## src/rtl/pipe_ctrl_pkg.sv

```systemverilog
// Shared types and constants for the pipeline stall/flush sequencer.
// Opcode constants are kept here so hazard-side logic can share one definition.
package pipe_ctrl_pkg;

  typedef enum logic [1:0] {
    RUN  = 2'd0,
    BRL2 = 2'd1,
    MEMW = 2'd2
  } stall_state_t;

  localparam logic [6:0] OP_R      = 7'd51;
  localparam logic [6:0] OP_LOAD   = 7'd3;
  localparam logic [6:0] OP_STORE  = 7'd35;
  localparam logic [6:0] OP_BRANCH = 7'd99;

endpackage

```

## src/rtl/sat_counter.sv

```systemverilog
// Saturating up-counter with synchronous clear; holds at all-ones instead of wrapping.
module sat_counter #(
  parameter int W = 16
) (
  input  logic         clk,
  input  logic         rst,
  input  logic         clr,
  input  logic         inc,
  output logic [W-1:0] q
);

  always_ff @(posedge clk or negedge rst) begin
    if (!rst) begin
      q <= '0;
    end else if (clr) begin
      q <= '0;
    end else if (inc && (q != {W{1'b1}})) begin
      q <= q + 1'b1;
    end
  end

endmodule

```

## src/rtl/pipeline_stall_ctrl.sv

```systemverilog
// Central stall/flush sequencer: turns hazard flags, branch outcome and memory busy
// into per-stage enables, flushes and bubbles, with multi-cycle stall sequencing.
module pipeline_stall_ctrl
  import pipe_ctrl_pkg::*;
#(
  parameter int CNT_W    = 16,
  parameter int WAIT_W   = 8,
  parameter int MAX_WAIT = 200
) (
  input  logic             clk,
  input  logic             rst,
  input  logic             hz_load_use,
  input  logic             hz_br_alu,
  input  logic             hz_br_load,
  input  logic             br_taken,
  input  logic             dmem_busy,
  output logic             pc_en,
  output logic             if_id_en,
  output logic             id_ex_en,
  output logic             ex_mem_en,
  output logic             if_id_flush,
  output logic             id_ex_bubble,
  output logic             mem_wb_bubble,
  output logic [CNT_W-1:0] stall_cnt,
  output logic [CNT_W-1:0] flush_cnt,
  output logic             mem_timeout
);

  // Handshake-free block: every output is a per-cycle level, valid in the same
  // cycle as the inputs that cause it; there is no valid/ready flow here.

  stall_state_t      state_q, state_d;
  stall_state_t      ret_q, ret_d;
  stall_state_t      eval_state;
  logic              stall_inc, flush_inc;
  logic [WAIT_W-1:0] wait_q;

  always_ff @(posedge clk or negedge rst) begin
    if (!rst) begin
      state_q     <= RUN;
      ret_q       <= RUN;
      mem_timeout <= 1'b0;
    end else begin
      state_q <= state_d;
      ret_q   <= ret_d;
      if (dmem_busy && (wait_q >= WAIT_W'(MAX_WAIT - 1))) begin
        mem_timeout <= 1'b1;
      end
    end
  end

  // Leaving a freeze resumes whatever state was interrupted, in the same cycle.
  assign eval_state = (state_q == MEMW) ? ret_q : state_q;

  always_comb begin
    pc_en         = 1'b1;
    if_id_en      = 1'b1;
    id_ex_en      = 1'b1;
    ex_mem_en     = 1'b1;
    if_id_flush   = 1'b0;
    id_ex_bubble  = 1'b0;
    mem_wb_bubble = 1'b0;
    stall_inc     = 1'b0;
    flush_inc     = 1'b0;
    state_d       = state_q;
    ret_d         = ret_q;
    if (!rst) begin
      pc_en         = 1'b0;
      if_id_en      = 1'b0;
      id_ex_en      = 1'b0;
      ex_mem_en     = 1'b0;
      if_id_flush   = 1'b1;
      id_ex_bubble  = 1'b1;
      mem_wb_bubble = 1'b1;
    end else if (dmem_busy) begin
      pc_en         = 1'b0;
      if_id_en      = 1'b0;
      id_ex_en      = 1'b0;
      ex_mem_en     = 1'b0;
      mem_wb_bubble = 1'b1;
      state_d       = MEMW;
      if (state_q != MEMW) ret_d = state_q;
    end else begin
      state_d = RUN;
      case (eval_state)
        BRL2: begin
          pc_en        = 1'b0;
          if_id_en     = 1'b0;
          id_ex_bubble = 1'b1;
          stall_inc    = 1'b1;
        end
        default: begin
          if (hz_load_use || hz_br_alu || hz_br_load) begin
            pc_en        = 1'b0;
            if_id_en     = 1'b0;
            id_ex_bubble = 1'b1;
            stall_inc    = 1'b1;
            if (hz_br_load) state_d = BRL2;
          end else if (br_taken) begin
            if_id_flush = 1'b1;
            flush_inc   = 1'b1;
          end
        end
      endcase
    end
  end

  sat_counter #(.W(CNT_W)) u_stall_cnt (
    .clk (clk), .rst (rst), .clr (1'b0), .inc (stall_inc), .q (stall_cnt)
  );

  sat_counter #(.W(CNT_W)) u_flush_cnt (
    .clk (clk), .rst (rst), .clr (1'b0), .inc (flush_inc), .q (flush_cnt)
  );

  sat_counter #(.W(WAIT_W)) u_wait_cnt (
    .clk (clk), .rst (rst), .clr (!dmem_busy), .inc (dmem_busy), .q (wait_q)
  );

endmodule

```

## config.mk

```make
export PLATFORM = sky130hd
export DESIGN_NAME = pipeline_stall_ctrl
export DESIGN_NICKNAME = d
export VERILOG_FILES = /design/src/rtl/pipe_ctrl_pkg.sv /design/src/rtl/sat_counter.sv /design/src/rtl/pipeline_stall_ctrl.sv
export SDC_FILE = /design/constraint.sdc
export NUM_CORES = 1
export LEC_CHECK = 0
export ABC_AREA = 1
export ABC_CLOCK_PERIOD_IN_PS = 4400
export CAP_MARGIN = 20
export CORE_ASPECT_RATIO = 0.5
export CORE_MARGIN = 1.5
export CORE_UTILIZATION = 65
export DETAILED_ROUTE_END_ITERATION = 8
export DONT_BUFFER_PORTS = 1
export PLACE_DENSITY = 0.83
export SYNTH_ARGS = -nofsm -noshare
export SYNTH_HDL_FRONTEND = slang
export SYNTH_SLANG_ARGS = --single-unit
```

## constraint.sdc

```tcl
create_clock -name clk -period 4.4 [get_ports clk]
set_input_delay 0.88 -clock clk [delete_from_list [all_inputs] [get_ports clk]]
set_output_delay 0.88 -clock clk [all_outputs]
set_load 0.02 [all_outputs]
```

# Yosys cells after proc, flatten, opt, wreduce, memory -nomap -nowiden
# Cells that the tools add are included.
# Widths: inputs -> output; s select.
# word_totals
ff_bits	45
word_cells	50
input_bits	7
# classes
add_sub_neg	3
n_lt_le_gt_ge	1
n_reduce_logical	7
mux	26
eq_ne	7
# ops
operator	n
$add 16x1->16 const B	2
$ne 16x16->1 const B	2
$mux 1	22
$mux 8	2
$add 8x1->8 const B	1
$ge 8x8->1 const B	1
$ne 8x8->1 const B	1
$logic_and 1x1->1	4
$mux 2	2
$reduce_and 3->1	1
$eq 2x1->1 const B	1
$eq 2x2->1 const B	1
$logic_or 1x1->1	2
$ne 2x1->1 const B	1
$ne 2x2->1 const B	1

# Longest topological paths before layout
# depth
word_depth	7
ltp_mapped	10
ltp_nobuf	9

# Cells and area by module
# A second synthesis with hierarchy kept.
# unflattened
hier_cells	411
hier_area_um2	2935.3
# by_module_without_submodules
module	cells_per_inst	instances	area_per_inst_um2
sat_counter at u_flush_cnt ...	144	2	1037.2
sat_counter at u_wait_cnt	74	1	511.7
pipeline_stall_ctrl	49	1	349.1

# Least setup slack after synthesis
# OpenSTA, ideal clock, no wires.
# synth_timing
path_type	input-to-output
from	in rst
to	out pc_en
required_time_ns	3.520
path_stages	5
path_slack_ns	1.794
t_arrival_ns	1.726
cell_sequence	inv_2 > nor2_4 > inv_2 > nor2_2 > buf_4
# synth_via
elab_chain_len	1
# synth_lines
item	line	rtl
start: declaration	pipeline_stall_ctrl.sv:11	input logic rst,
$mux 1	n/a	
end: declaration	pipeline_stall_ctrl.sv:17	output logic pc_en,
# Every way passes these cells.

# Worst setup path after layout
# layout_timing
from	in rst
to	out if_id_en
# layout_via
elab_chain_len	1
# layout_lines
item	line	rtl
$mux 1	pipeline_stall_ctrl.sv:67	if (!rst) begin
end: declaration	pipeline_stall_ctrl.sv:18	output logic if_id_en,
# Every way passes these cells.

==> results by group <==
Run status
  • Outcome: finished clean

STA
  • Clock skew: 12.4 ps
  • Slew @ Worst Pin: 655 ps
  • Final period demand of the worst path: 2730 ps
  • Unrepaired setup endpoints after global routing: false
  • Final worst-path cycle share: 62.1%
  • Final setup fails: 0
  • Max Fclk: 0.366 GHz
  • Slew headroom: 56.3%
  • Final Hold Viols: 0
  • Final slew viol count: 0
  • Fin Setup TNS: 0 ps

Floorplanning
  • Die Wd: 94.2 um
  • I/O pin count: 47
  • Core Box Area: 3940 um2
  • Die Footprint: 4580 um2
  • Die Ht: 48.6 um
  • Initial Util: 68.5%
  • Std cell rows: 16

GRT
  • Largest net degree at the start of global routing: 51
  • Initial antenna violation count: 0
  • GRT overflow: 0
  • First-pass GRT wire length: 9.43 mm
  • Number of global-route vias before repair: 2155
  • Tot GR Track Use: 26.4%

Logic synthesis
  • Post-synth top cells: 164 x nand2_1, 45 x dfrtp_1, 33 x nor2_1
  • Mux cell area share after synthesis: 0.417%
  • Synth Area in Adders: 1.39%
  • Sequential share of the synthesized area: 41.7%
  • Avg Synthesized Cell Area: 7.28 um2
  • EDFF count, synth: 0
  • Post-Synth Simple-Gate Area: 39.0%
  • Largest family of logic cells by synthesized area: simple AND/OR/NAND/NOR gates
  • Post-synthesis cell count: 371
  • Top cell type by total area after synthesis: dfrtp_1
  • Syn_nets: 381
  • Synth top area share: 41.7%
  • Synth Register Bits: 45
  • Post-synth top flop: dfrtp_1
  • Count leader, synth: nand2_1
  • Post-Synthesis Cell Area: 2700 um2
  • Async S/R FF share, synth: 100%
  • Xor and xnor fraction of the mapped netlist area: 7.13%
  • Synth unique cells: 27
  • Largest cells by area after synthesis: dfrtp_1 42%, nand2_1 23%, nor2_1 4.6%
  • Synth Area in Compound Gates: 3.98%
  • YS warnings: 0

Placed design
  • GP Congestion: 0.876
  • Port Buf Inserts: 0
  • Hpwl dp: 3.99 mm
  • Area of placed instances: 2710 um2

Power
  • Power Dens Cells: 326 nW/um2
  • Leak: 1.41 nW
  • Maximum VDD drop: 0.189 mV

Detailed routing
  • Max Used Layer: met4
  • DRT Wirelength: 5.59 mm
  • Vias: 2323
  • DRC: 0
  • DRT met1 WL: 2.53 mm
  • Wire length on met3: 370 um
  • DR vias/cell: 5.44
  • DR iter-0 viols: 76
  • Detail Route met2 WL: 2.64 mm
  • Post-DRT Antenna Nets: 0
  • Mean routed wirelength per cell: 13.1 um
  • Drt pass-1 iters: 4

Critical path
  • Setup CP Type: in2out
  • Worst-path fanout max: 50
  • Crit path depth: 4
  • Crit-path cells: inv_2, nor2_4, inv_2, nor2_2
  • Largest stage delay, worst path: 460 ps
  • Worst path most repeated cell: inv_2
  • CP max stage cell: nor2_2
  • Critical path's top delay family: simple AND/OR/NAND/NOR gates
  • R2r setup slk: 2360 ps
  • Setup crit end kind: primary output
  • Critical Path RT: 3520 ps
  • CP Data Arrival Time: 1850 ps
  • Crit path launch type: input pin
  • Worst path bufs/invs: 2
  • Worst r2r path cells: 8

CTS
  • TritonCTS Sinks: 45
  • Max Root-Sink Buffers: 2
  • Root buffer cell: clkbuf_8
  • Cts bufs inserted: 5
  • Hold_buf cts: 0
  • Post_cts resized: 0
  • Clock transition at the registers of the reported paths: 90 ps
  • H-tree depth: 2
  • CTS tree: done
  • Postcts setup bufs: 0
  • Skew-Pair Late Insertion Delay: 300 ps

Final layout
  • Layout area overhead: 4.72%
  • Antenna Cells: 0
  • Nets: 382
  • Fillers: 310
  • Seq. cell area: 1130 um2
  • Design Area, Final: 2830 um2
  • Multi-input logic area: 1400 um2
  • Layout cells sized above 1: 8.31%

Run
  • MaxCap Viol Count: 0

Hold path
  • Worst Hold Class: in2async
flip-flops by register name (all words and copies together), names as in the netlist:
register / cells
ret_q: 2
state_q: 2
u_stall_cnt.q: 16
u_flush_cnt.q: 16
u_wait_cnt.q: 8
mem_timeout: 1
layout make-up:
class	count	share of cell area, %
multi-input cells	289	49.6
flip-flops and latches	45	39.8
inverters	31	4.11
clock buffers	7	3.05
well taps	54	2.39
clock inverters	1	1.06
cell usage in the layout, fill, tap and decap left out, types with 6 or more instances in the layout:
cell,n
nand3_1,18
nand2_1,164
clkbuf_8,6
nor2_1,33
nand4_1,7
dfrtp_1,45
xor2_1,11
o21ai_0,13
inv_2,6
xnor2_1,11
inv_1,25
per-stage QoR:
| stage | worst slack (ps) | power (mW) | hold WS (ps) | cells | utilization, % |
|---|---|---|---|---|---|
| 6_report | 1670 | 0.922 | 265 | 427 | 71.8 |
| 5_1_grt | 1630 | 0.970 | 240 | 427 | 71.8 |
| 4_1_cts | 1670 | 0.927 | 258 | 427 | 71.8 |
| 3_5_place_dp | 1710 | 0.606 | 537 | 419 | 68.8 |
| 3_3_place_gp | 1730 | 0.600 | 520 | 419 | 68.8 |
| 2_1_floorplan | 1790 | 0.587 | 493 | 371 | - |
logic make-up (layout without fill, tap and decap cells):
group                      Yosys count  count (layout)
xor gates and xnor gates            22              22
AOI/OAI and AO/OA                   20              20
buffers and inverters               37              39
and+or+nand+nor                    243             243
adders and majority gates            3               3
DFF                                 45              45
muxes                                1               1
per-layer routing:
layer	track usage, %	vias to the layer above
li1	-	1159
met1	33.7	1090
met2	44.1	65
met3	7.39	9
met4	7.46	0
met5	0	-
worst register-to-register path: cells and delay by family (launching register included):
kind,cells,cell delay (ps)
buf+inv,1,50
fa+ha+maj,1,330
flops,1,520
simple gates,6,1110
power breakdown:
part           switching [mW]  total [mW]  internal (mW)
clock                   0.139       0.324          0.185
sequential             0.0710       0.514          0.443
combinational          0.0494      0.0847         0.0352
total                   0.259       0.922          0.663
path summary, 6_finish.rpt:
kind                                       start                end
worst max-delay path                         rst           if_id_en
worst min-delay path                         rst   u_stall_cnt.q[4]
worst max register to register  u_flush_cnt.q[0]  u_flush_cnt.q[14]
worst min register to register   u_wait_cnt.q[2]    u_wait_cnt.q[2]
max in group asynchronous                    rst  u_flush_cnt.q[10]
min in group clk                 u_wait_cnt.q[2]    u_wait_cnt.q[2]
Note: power is estimated with default switching activity, not from simulation.
